==> config.mk <==
export PLATFORM = sky130hd
export DESIGN_NAME = receiver
export DESIGN_NICKNAME = d
export VERILOG_FILES = /design/src/rtl/receiver.sv
export SDC_FILE = /design/constraint.sdc
export NUM_CORES = 1
export LEC_CHECK = 0
export CORE_MARGIN = 3
export CORE_UTILIZATION = 50
export CTS_CLUSTER_SIZE = 16
export DETAILED_ROUTE_END_ITERATION = 16
export DONT_BUFFER_PORTS = 1
export PLACE_DENSITY = 0.67
export SLEW_MARGIN = 25
export SYNTH_ARGS = -nofsm -noshare
export SYNTH_HDL_FRONTEND = slang
export SYNTH_SLANG_ARGS = --single-unit
==> constraint.sdc <==
create_clock -name clk -period 5.2 [get_ports clk]
set_input_delay 0.26 -clock clk [delete_from_list [all_inputs] [get_ports clk]]
set_output_delay 0.26 -clock clk [all_outputs]
set_load 0.05 [all_outputs]
==> src/rtl/receiver.sv <==
// UART document receiver: 8N1 serial bytes (8E1 with RX_PARITY_EN defined)
// are written into consecutive document cells. Bytes 0x0A/0x0D terminate the
// document with a done pulse and rewind the address. Rejected frames
// (framing error, or parity error when RX_PARITY_EN is defined) bump a
// saturating error counter.
module receiver #(
   parameter int CLK_FREQ = 100000000,
   parameter int BAUD     = 9600,
   parameter int DOC_SIZE = 300
) (
   input  logic       clk,
   input  logic       rst,
   input  logic       RsRx,
   output logic       write_en,
   output logic [8:0] write_addr,
   output logic [7:0] write_data,
   output logic       busy,
   output logic       done,
   output logic [3:0] err_count
);

   localparam int DIV   = CLK_FREQ / BAUD;
   localparam int HALF  = DIV / 2;
   localparam int CNT_W = $clog2(DIV + 1);
   localparam logic [CNT_W-1:0] CNT_FULL = CNT_W'(DIV - 1);
   localparam logic [CNT_W-1:0] CNT_HALF = CNT_W'(HALF - 1);
   localparam logic [8:0]       ADDR_MAX = 9'(DOC_SIZE);

`ifdef RX_PARITY_EN
   typedef enum logic [2:0] {IDLE, START, DATA, PARITY, STOP, WRITE} state_t;
`else
   typedef enum logic [2:0] {IDLE, START, DATA, STOP, WRITE} state_t;
`endif

   state_t           state_q, state_d;
   logic [CNT_W-1:0] cnt_q, cnt_d;
   logic [2:0]       bit_q, bit_d;
   logic [7:0]       shift_q, shift_d;
   logic [7:0]       wdata_q, wdata_d;
   logic [8:0]       addr_q, addr_d;
   logic [3:0]       err_q, err_d;
   logic             sync1_q, sync2_q, prev_q;
   logic             term;
   logic [3:0]       err_inc;

   assign term     = (wdata_q == 8'h0A) || (wdata_q == 8'h0D);
   assign err_inc  = (err_q == 4'hF) ? err_q : err_q + 4'd1;

   assign busy       = (state_q != IDLE);
   assign write_en   = (state_q == WRITE) && !term && (addr_q < ADDR_MAX);
   assign done       = (state_q == WRITE) && term;
   assign write_addr = addr_q;
   assign write_data = wdata_q;
   assign err_count  = err_q;

   // Synchronize the serial line and keep its previous value for edge detection.
   always_ff @(posedge clk or negedge rst) begin
      if (!rst) begin
         sync1_q <= 1'b1;
         sync2_q <= 1'b1;
         prev_q  <= 1'b1;
      end else begin
         sync1_q <= RsRx;
         sync2_q <= sync1_q;
         prev_q  <= sync2_q;
      end
   end

   // Frame state and datapath registers.
   always_ff @(posedge clk or negedge rst) begin
      if (!rst) begin
         state_q <= IDLE;
         cnt_q   <= '0;
         bit_q   <= '0;
         shift_q <= '0;
         wdata_q <= '0;
         addr_q  <= '0;
         err_q   <= '0;
      end else begin
         state_q <= state_d;
         cnt_q   <= cnt_d;
         bit_q   <= bit_d;
         shift_q <= shift_d;
         wdata_q <= wdata_d;
         addr_q  <= addr_d;
         err_q   <= err_d;
      end
   end

   // Next-state logic: bit timing, sampling, frame checks and document writes.
   always_comb begin
      state_d = state_q;
      cnt_d   = cnt_q + CNT_W'(1);
      bit_d   = bit_q;
      shift_d = shift_q;
      wdata_d = wdata_q;
      addr_d  = addr_q;
      err_d   = err_q;
      case (state_q)
         IDLE: begin
            cnt_d = '0;
            if (prev_q && !sync2_q) state_d = START;
         end
         START: begin
            if (cnt_q == CNT_HALF) begin
               cnt_d = '0;
               bit_d = '0;
               // A line already back high at mid start bit is a glitch, not an error.
               state_d = sync2_q ? IDLE : DATA;
            end
         end
         DATA: begin
            if (cnt_q == CNT_FULL) begin
               cnt_d   = '0;
               shift_d = {sync2_q, shift_q[7:1]};
               bit_d   = bit_q + 3'd1;
`ifdef RX_PARITY_EN
               if (bit_q == 3'd7) state_d = PARITY;
`else
               if (bit_q == 3'd7) state_d = STOP;
`endif
            end
         end
`ifdef RX_PARITY_EN
         PARITY: begin
            if (cnt_q == CNT_FULL) begin
               cnt_d = '0;
               // Even parity: data bits plus parity bit must XOR to zero.
               if (^{shift_q, sync2_q}) begin
                  err_d   = err_inc;
                  state_d = IDLE;
               end else begin
                  state_d = STOP;
               end
            end
         end
`endif
         STOP: begin
            if (cnt_q == CNT_FULL) begin
               cnt_d = '0;
               if (sync2_q) begin
                  wdata_d = shift_q;
                  state_d = WRITE;
               end else begin
                  err_d   = err_inc;
                  state_d = IDLE;
               end
            end
         end
         WRITE: begin
            cnt_d   = '0;
            state_d = IDLE;
            if (term) addr_d = '0;
            else if (addr_q < ADDR_MAX) addr_d = addr_q + 9'd1;
         end
         default: state_d = IDLE;
      endcase
   end

endmodule

==> results of run 1 <==
## cells by family (layout without fill, tap and decap cells)
family	Yosys count	in the layout	synth area share, %
AO/OA/AOI/OAI	35	35	9.75
AND/OR/NAND/NOR	83	83	21.1
multiplexers	19	19	8.28
adder cells (fa/ha/maj)	5	5	2.45
buffers and inverters	14	20	2.79
flip-flops	52	52	51.1
XOR/XNOR	13	13	4.46
## layout by cell type (no fill, tap or decap), drive strengths merged, types with 3 or more instances in the layout
cell type   n
dfrtp      49
nor2       18
mux2       17
nand3      12
xor2       10
nand4      10
inv         9
nand2       9
a21oi       9
nand2b      5
ha          5
clkbuf      5
o21ai       4
o22ai       4
nor3b       4
and3        4
and4        4
nor2b       3
xnor2       3
dfstp       3
## layer usage
| metal | GRT usage (%) | part of all wire [%] | vias to the layer above |
|---|---|---|---|
| met5 | 0 | 0 | - |
| met1 | 22.4 | 48 | 814 |
| li1 | - | - | 826 |
| met3 | 5.57 | 4.6 | 5 |
| met4 | 3.91 | 0.82 | 0 |
| met2 | 24.4 | 47 | 30 |
## registers in the layout (all words and copies together) (netlist names)
name        cells
bit_q           3
cnt_q          14
err_count       4
prev_q          1
shift_q         8
state_q         3
sync1_q         1
sync2_q         1
write_addr      9
write_data      8
## Yosys cell counts (all sizes together), types with 2 or more instances
master	number	area share, %
and2	2	0.49
a2111oi	2	0.69
ha	5	2.5
mux2	17	7.5
a41oi	2	0.69
dfstp	3	3.1
o211ai	2	0.59
mux2i	2	0.78
and4b	2	0.78
and3	4	1.0
and4bb	2	0.98
and4	4	1.5
dfrtp	49	48
xor2	10	3.4
o21ai	4	0.78
a21oi	9	1.8
o22ai	4	0.98
nor2b	3	0.74
or3	2	0.49
nor2	18	2.9
a31oi	2	0.49
inv	9	1.3
nand3	12	2.4
xnor2	3	1.0
nand4	10	3.3
nor3	2	0.83
nand2	9	1.3
nand2b	5	1.2
buf	4	1.3
a221o	2	0.78
nor3b	4	1.4
o211a	2	0.78
## how the worst max path moves through the flow
stage / start / end
after floorplan: write_data[5] / done
after global placement: write_data[5] / write_addr[8]
after detailed placement: write_data[4] / write_addr[8]
after CTS: write_data[4] / done
after global routing: write_data[5] / done
final: write_data[4] / done
## metrics by stage
step                      hold WS [ps]  setup WS, ps
after floorplan                  -35.6          3000
after global placement           -34.0          2680
after detailed placement         -33.5          2640
after CTS                          362          2290
after global routing               364          2200
final                              360          2300
## final cells by class
cell class,count,area [µm²],share of cell area (%)
clock inverters,3,42.5,1.54
inverters,9,33.8,1.23
clock buffers,5,68.8,2.50
well taps,67,83.8,3.04
multi-input cells,155,1180,42.6
repair buffers,3,47.5,1.72
flip-flops and latches,52,1310,47.3
## power by group through the flow
| stage | Sequential [µW] | Clock, µW | Combinational, µW |
|---|---|---|---|
| CTS | 457 | 286 | 141 |
| floorplan | 448 | 0 | 130 |
| global route | 463 | 301 | 156 |
| global placement | 465 | 0 | 127 |
| detailed placement | 466 | 0 | 129 |
| finish | 457 | 274 | 139 |
## critical path, stage by stage (launching register included)
cell and delay, ps:
dfrtp_1 580, nor4_1 450, o211ai_1 430, nor2_1 860
==> flow_metrics.py, run 1 <==
metrics = {
    "worst_setup_path": {
        "r2r_end": "write_addr[8]",
        "rrSetupSlack_ps": 2620,
        "cp-end-kind": "output pin",
        "critical_path_class": "reg2out",
        "reg2reg_depth": 4,
        "critPathRequiredTime_ps": 4940,
        "arrival_ps": 2640,
        "crit_fanout": 11,
        "start_kind": "flip-flop",
        "reg2reg_from": "write_data[4]",
    },
    "pwr": {
        "vdd_ir_drop_max_v": 0.000204,
        "leakagePower_uw": 0.00128,
        "total_power_uw": 870,
        "p_clk_share_pct": 31.5,
        "p_seq_share_pct": 52.5,
        "p_int_uw": 609,
        "p_sw_share_pct": 30.0,
        "p_per_area_nw_per_um2": 315,
        "pwr-share-comb_pct": 16.0,
        "net-switching-power_uw": 261,
    },
    "cells_and_area": {
        "fin_util_pct": 57.2,
        "drive_gt1_share_pct": 18.1,
        "syn_to_final_growth_pct": 8.04,
        "final_area_um2": 2760,
        "final_nets": 234,
        "n_antenna_cell": 0,
        "stdcell_count": 294,
        "fill_cells": 428,
    },
    "yosys": {
        "yosysWarnings": 0,
        "async_reset_ff_share_pct": 100,
        "syn_avg_cell_area_um2": 11.5,
        "ys_ff_latch": 52,
        "ys_seq_area_share_pct": 51.1,
        "synth_area_um2": 2550,
        "synth_edf_count": 0,
        "netlist_instances": 221,
        "syn_nets": 229,
        "ys_types": 51,
        "ys.flop_type": "dfrtp_1",
    },
    "sta": {
        "final.setup.tns_ps": 0,
        "period_share_pct": 55.7,
        "rsz0062_at_grt": "false",
        "worstMarginPinSlew_ps": 976,
        "slew_viol_final": 0,
        "slew_headroom_pct": 34.9,
        "fin_skew_ps": 11.7,
        "period_minus_slack_ps": 2900,
        "setup_viol": 0,
        "finalHoldViolCount": 0,
        "fmax_ghz": 0.345,
    },
    "die": {
        "die_w_um": 77.5,
        "die_h_um": 77.5,
        "rows": 25,
        "dieArea_um2": 6000,
        "core_area_um2": 4820,
        "pin_count": 27,
        "initial_utilization_pct": 53.0,
    },
    "drt": {
        "drcViolationCount": 0,
        "first_pass_iters": 4,
        "drt_wl_total_um": 4510,
        "routedWlPerCell_um": 15.3,
        "drt-initial-drc-count": 135,
        "via_count": 1675,
        "avgViaCountPerCell": 5.70,
        "drtAntennaViolNets": 0,
    },
    "clock_network": {
        "htreeDepth": 2,
        "cts_made_buffers": 5,
        "clkTransAtPathRegs_ps": 90,
        "cts_tree": "yes",
        "cts-hold-fix-buffers": 3,
        "cts_resized": 0,
        "cts_max_path_buffers": 2,
        "cts-root-buf": "clkbuf_8",
        "clk-insertion-delay-late_ps": 310,
        "cts_setup_buffers": 0,
        "cts_sinks": 52,
    },
    "min_path": {
        "holdCritPathClass": "reg2reg",
        "holdPathStages": 0,
        "worstHoldEndpoint": "sync2_q",
        "min-delay-start": "sync1_q",
    },
    "global_routing": {
        "grt_pass1_vias": 1670,
        "antenna_found_initial": 0,
        "grt_pass1_wl_um": 7850,
        "grt.total_usage_pct": 16.2,
        "overflow": 0,
        "grt_max_degree": 53,
    },
    "place": {
        "place_inst": 283,
        "port_buffers": 0,
        "placed_area_um2": 2600,
        "dp_hpwl_um": 3090,
        "gp_congestion": 0.796,
    },
    "status": {
        "status": "completed",
    },
    "job": {
        "cap_violations": 0,
    },
}
Power figures use the tool's default switching activity.
==> inputs of run 2 (changes only) <==
--- a/config.mk
+++ b/config.mk
@@ -5,12 +5,13 @@
 export SDC_FILE = /design/constraint.sdc
 export NUM_CORES = 1
 export LEC_CHECK = 0
+export ABC_AREA = 1
 export CORE_MARGIN = 3
 export CORE_UTILIZATION = 50
 export CTS_CLUSTER_SIZE = 16
 export DETAILED_ROUTE_END_ITERATION = 16
 export DONT_BUFFER_PORTS = 1
-export PLACE_DENSITY = 0.67
+export PLACE_DENSITY = 0.7
 export SLEW_MARGIN = 25
 export SYNTH_ARGS = -nofsm -noshare
 export SYNTH_HDL_FRONTEND = slang
==> constraint.sdc (replaced) <==
create_clock -name clk -period 2.47 [get_ports clk]
set_input_delay 0.1235 -clock clk [delete_from_list [all_inputs] [get_ports clk]]
set_output_delay 0.1235 -clock clk [all_outputs]
set_load 0.05 [all_outputs]
==> flow_metrics.py, run 2 <==
metrics = {
    "worst_setup_path": {
        "critical_path_class": "reg2out",
        "r2r_end": "cnt_q[4]",
        "arrival_ps": 2100,
        "critPathRequiredTime_ps": 2350,
        "cp_top_family": "simple AND/OR/NAND/NOR gates",
        "reg2reg_from": "cnt_q[0]",
        "cp_common_cell": "nand2_1",
        "start_kind": "flip-flop",
        "max_stage_delay_ps": 590,
        "reg2reg_depth": 7,
        "path_buf_inv": 3,
        "rrSetupSlack_ps": 650,
        "crit_chain": "inv_1 > nand2_1 > nor4_1 > nand2_1 > inv_1 > nand2_1 > clkinvlp_4",
        "crit_fanout": 10,
        "cp-end-kind": "output pin",
        "crit_slowest_cell": "dfrtp_1",
    },
    "yosys": {
        "synth_common_cells": "94 x nand2_1, 49 x dfrtp_1, 49 x inv_1",
        "synth.most_common_cell": "nand2_1",
        "ys_types": 33,
        "syn_nets": 350,
        "synth_area_um2": 2750,
        "synth_top_area_share_pct": 44.7,
        "yosysWarnings": 0,
        "yosys-top-cells-area": "dfrtp_1 45%, nand2_1 13%, inv_1 6.7%, nand3_1 4.7%, nor2_1 4.5%",
        "ys_ff_latch": 52,
        "async_reset_ff_share_pct": 100,
        "synth_top_area_cell": "dfrtp_1",
        "synth_edf_count": 0,
        "netlist_instances": 342,
        "ys.flop_type": "dfrtp_1",
        "ys_seq_area_share_pct": 47.5,
        "syn_avg_cell_area_um2": 8.03,
    },
    "die": {
        "rows": 26,
        "die_w_um": 80.1,
        "pin_count": 27,
        "dieArea_um2": 6420,
        "die_h_um": 80.1,
        "initial_utilization_pct": 52.7,
        "core_area_um2": 5200,
    },
    "sta": {
        "fmax_ghz": 0.451,
        "period_share_pct": 89.8,
        "rsz0062_at_grt": "false",
        "slew_headroom_pct": 58.0,
        "period_minus_slack_ps": 2220,
        "fin_skew_ps": 9.91,
        "slew_viol_final": 0,
        "finalHoldViolCount": 0,
        "setup_viol": 0,
        "worstMarginPinSlew_ps": 629,
        "final.setup.tns_ps": 0,
    },
    "min_path": {
        "holdCritPathClass": "in2async",
    },
    "cells_and_area": {
        "largest_register": "cnt_q",
        "fill_cells": 493,
        "mostFrequentLayoutCells": "94 x nand2_1, 49 x dfrtp_1, 48 x inv_1",
        "seqCellArea_um2": 1310,
        "final_nets": 368,
        "multi_input_area_um2": 1210,
        "syn_to_final_growth_pct": 10.6,
        "final_area_um2": 3040,
        "n_antenna_cell": 0,
        "drive_gt1_share_pct": 13.6,
        "largest_reg_flops": 14,
        "fin_util_pct": 58.3,
        "layout_commonest_cell": "nand2_1",
    },
    "pwr": {
        "net-switching-power_uw": 563,
        "p_clk_share_pct": 29.2,
        "vdd_ir_drop_max_v": 0.000479,
        "pwr-share-comb_pct": 17.9,
        "p_int_uw": 1190,
        "p_per_area_nw_per_um2": 576,
        "p_seq_share_pct": 52.9,
        "p_sw_share_pct": 32.2,
        "leakagePower_uw": 0.00150,
    },
    "global_routing": {
        "grt_max_degree": 53,
        "overflow": 0,
        "grt_pass1_wl_um": 9230,
        "antenna_found_initial": 0,
        "grt_pass1_vias": 2099,
        "grt.total_usage_pct": 17.8,
    },
    "place": {
        "dp_hpwl_um": 3720,
        "placed_area_um2": 2890,
        "port_buffers": 0,
        "gp_congestion": 0.819,
    },
    "clock_network": {
        "cts-root-buf": "clkbuf_8",
        "clkTransAtPathRegs_ps": 100,
        "cts_made_buffers": 5,
        "cts_max_path_buffers": 2,
        "clk-insertion-delay-late_ps": 300,
        "cts_sinks": 52,
        "cts_tree": "yes",
        "htreeDepth": 2,
    },
    "drt": {
        "drt-initial-drc-count": 119,
        "drt_wl_total_um": 5160,
        "drtAntennaViolNets": 0,
        "via_count": 2172,
        "avgViaCountPerCell": 5.04,
        "first_pass_iters": 4,
        "drcViolationCount": 0,
        "routedWlPerCell_um": 12.0,
    },
    "job": {
        "cap_violations": 0,
    },
    "status": {
        "status": "completed",
    },
}
run 2: changes by cell type in the layout (fill, tap and decap cells not counted), moves of 13 or more:
cell,delta
inv_1,+39
nand2_1,+85
mux2_2,-17
nand3_1,+14
nor2_1,+16
buf_4,+13
run 2: stage by stage:
| step | total power (µW) | hold slack, ps | setup slack, ps | instances |
|---|---|---|---|---|
| floorplan | 1190 | -172 | 727 | 342 |
| global placement | 1220 | -171 | 534 | 420 |
| detailed placement | 1230 | -170 | 513 | 420 |
| CTS | 1760 | 354 | 152 | 431 |
| global route | 1840 | 357 | 54.5 | 431 |
| finish | 1750 | 341 | 251 | 431 |
run 2: cell type report:
cell class                      instances  area share [%]
Multi-Input combinational cell        234            39.8
Inverter                               51            6.47
Tap cell                               70            2.88
Timing Repair Buffer                   16            4.78
Sequential cell                        52            43.0
Clock inverter                          3           0.865
Clock buffer                            5            2.27
run 2: layer usage:
layer / vias to the layer above / wire, µm / GRT usage [%]
met2: 29 / 2550 / 31.4
met4: 0 / 46 / 5.07
met5: - / 0 / 0
met3: 4 / 163 / 2.91
li1: 1112 / - / -
met1: 1027 / 2410 / 22.5
run 2: worst register-to-register path, cell delays in order, from the launching register on:
cell	delay, ps
dfrtp_1	460
ha_1	260
nand3_2	160
nor2_4	170
nand2_2	100
nand2_2	90
nand3_2	240
and3_1	240
run 2: worst max-delay path by stage:
stage | startpoint | end | slack (ps) | cells after the start
after floorplan | write_addr[2] | write_addr[8] | 730 | 7
after global placement | write_data[5] | done | 530 | 7
after detailed placement | write_data[5] | done | 510 | 7
after CTS | write_data[5] | done | 150 | 7
after global routing | write_data[5] | done | 50 | 7
final | write_data[5] | done | 250 | 7
run 2: power by group through the flow:
| stage | clock [µW] | sequential (µW) | combinational [µW] |
|---|---|---|---|
| detailed placement | 0 | 941 | 288 |
| finish | 511 | 925 | 312 |
| floorplan | 0 | 933 | 260 |
| CTS | 522 | 925 | 315 |
| global placement | 0 | 942 | 282 |
| global route | 554 | 935 | 348 |
run 2: cells by family after synthesis:
family / Yosys count / synth area share, %
compound gates: 34 / 7.89
xor+xnor: 11 / 3.51
fa+ha+maj: 5 / 2.28
buf+inv: 56 / 8.48
flops: 52 / 47.5
simple gates: 184 / 30.3
run 2: what timing repair did:
| item | 4_1_cts | 5_1_grt |
|---|---|---|
| hold endpoints to repair | 53 | 0 |
| setup endpoints to repair | 0 | 1 |
| gates resized for setup | 0 | 1 |
| buffers inserted | 0 | 0 |
| hold buffers | 3 | 0 |
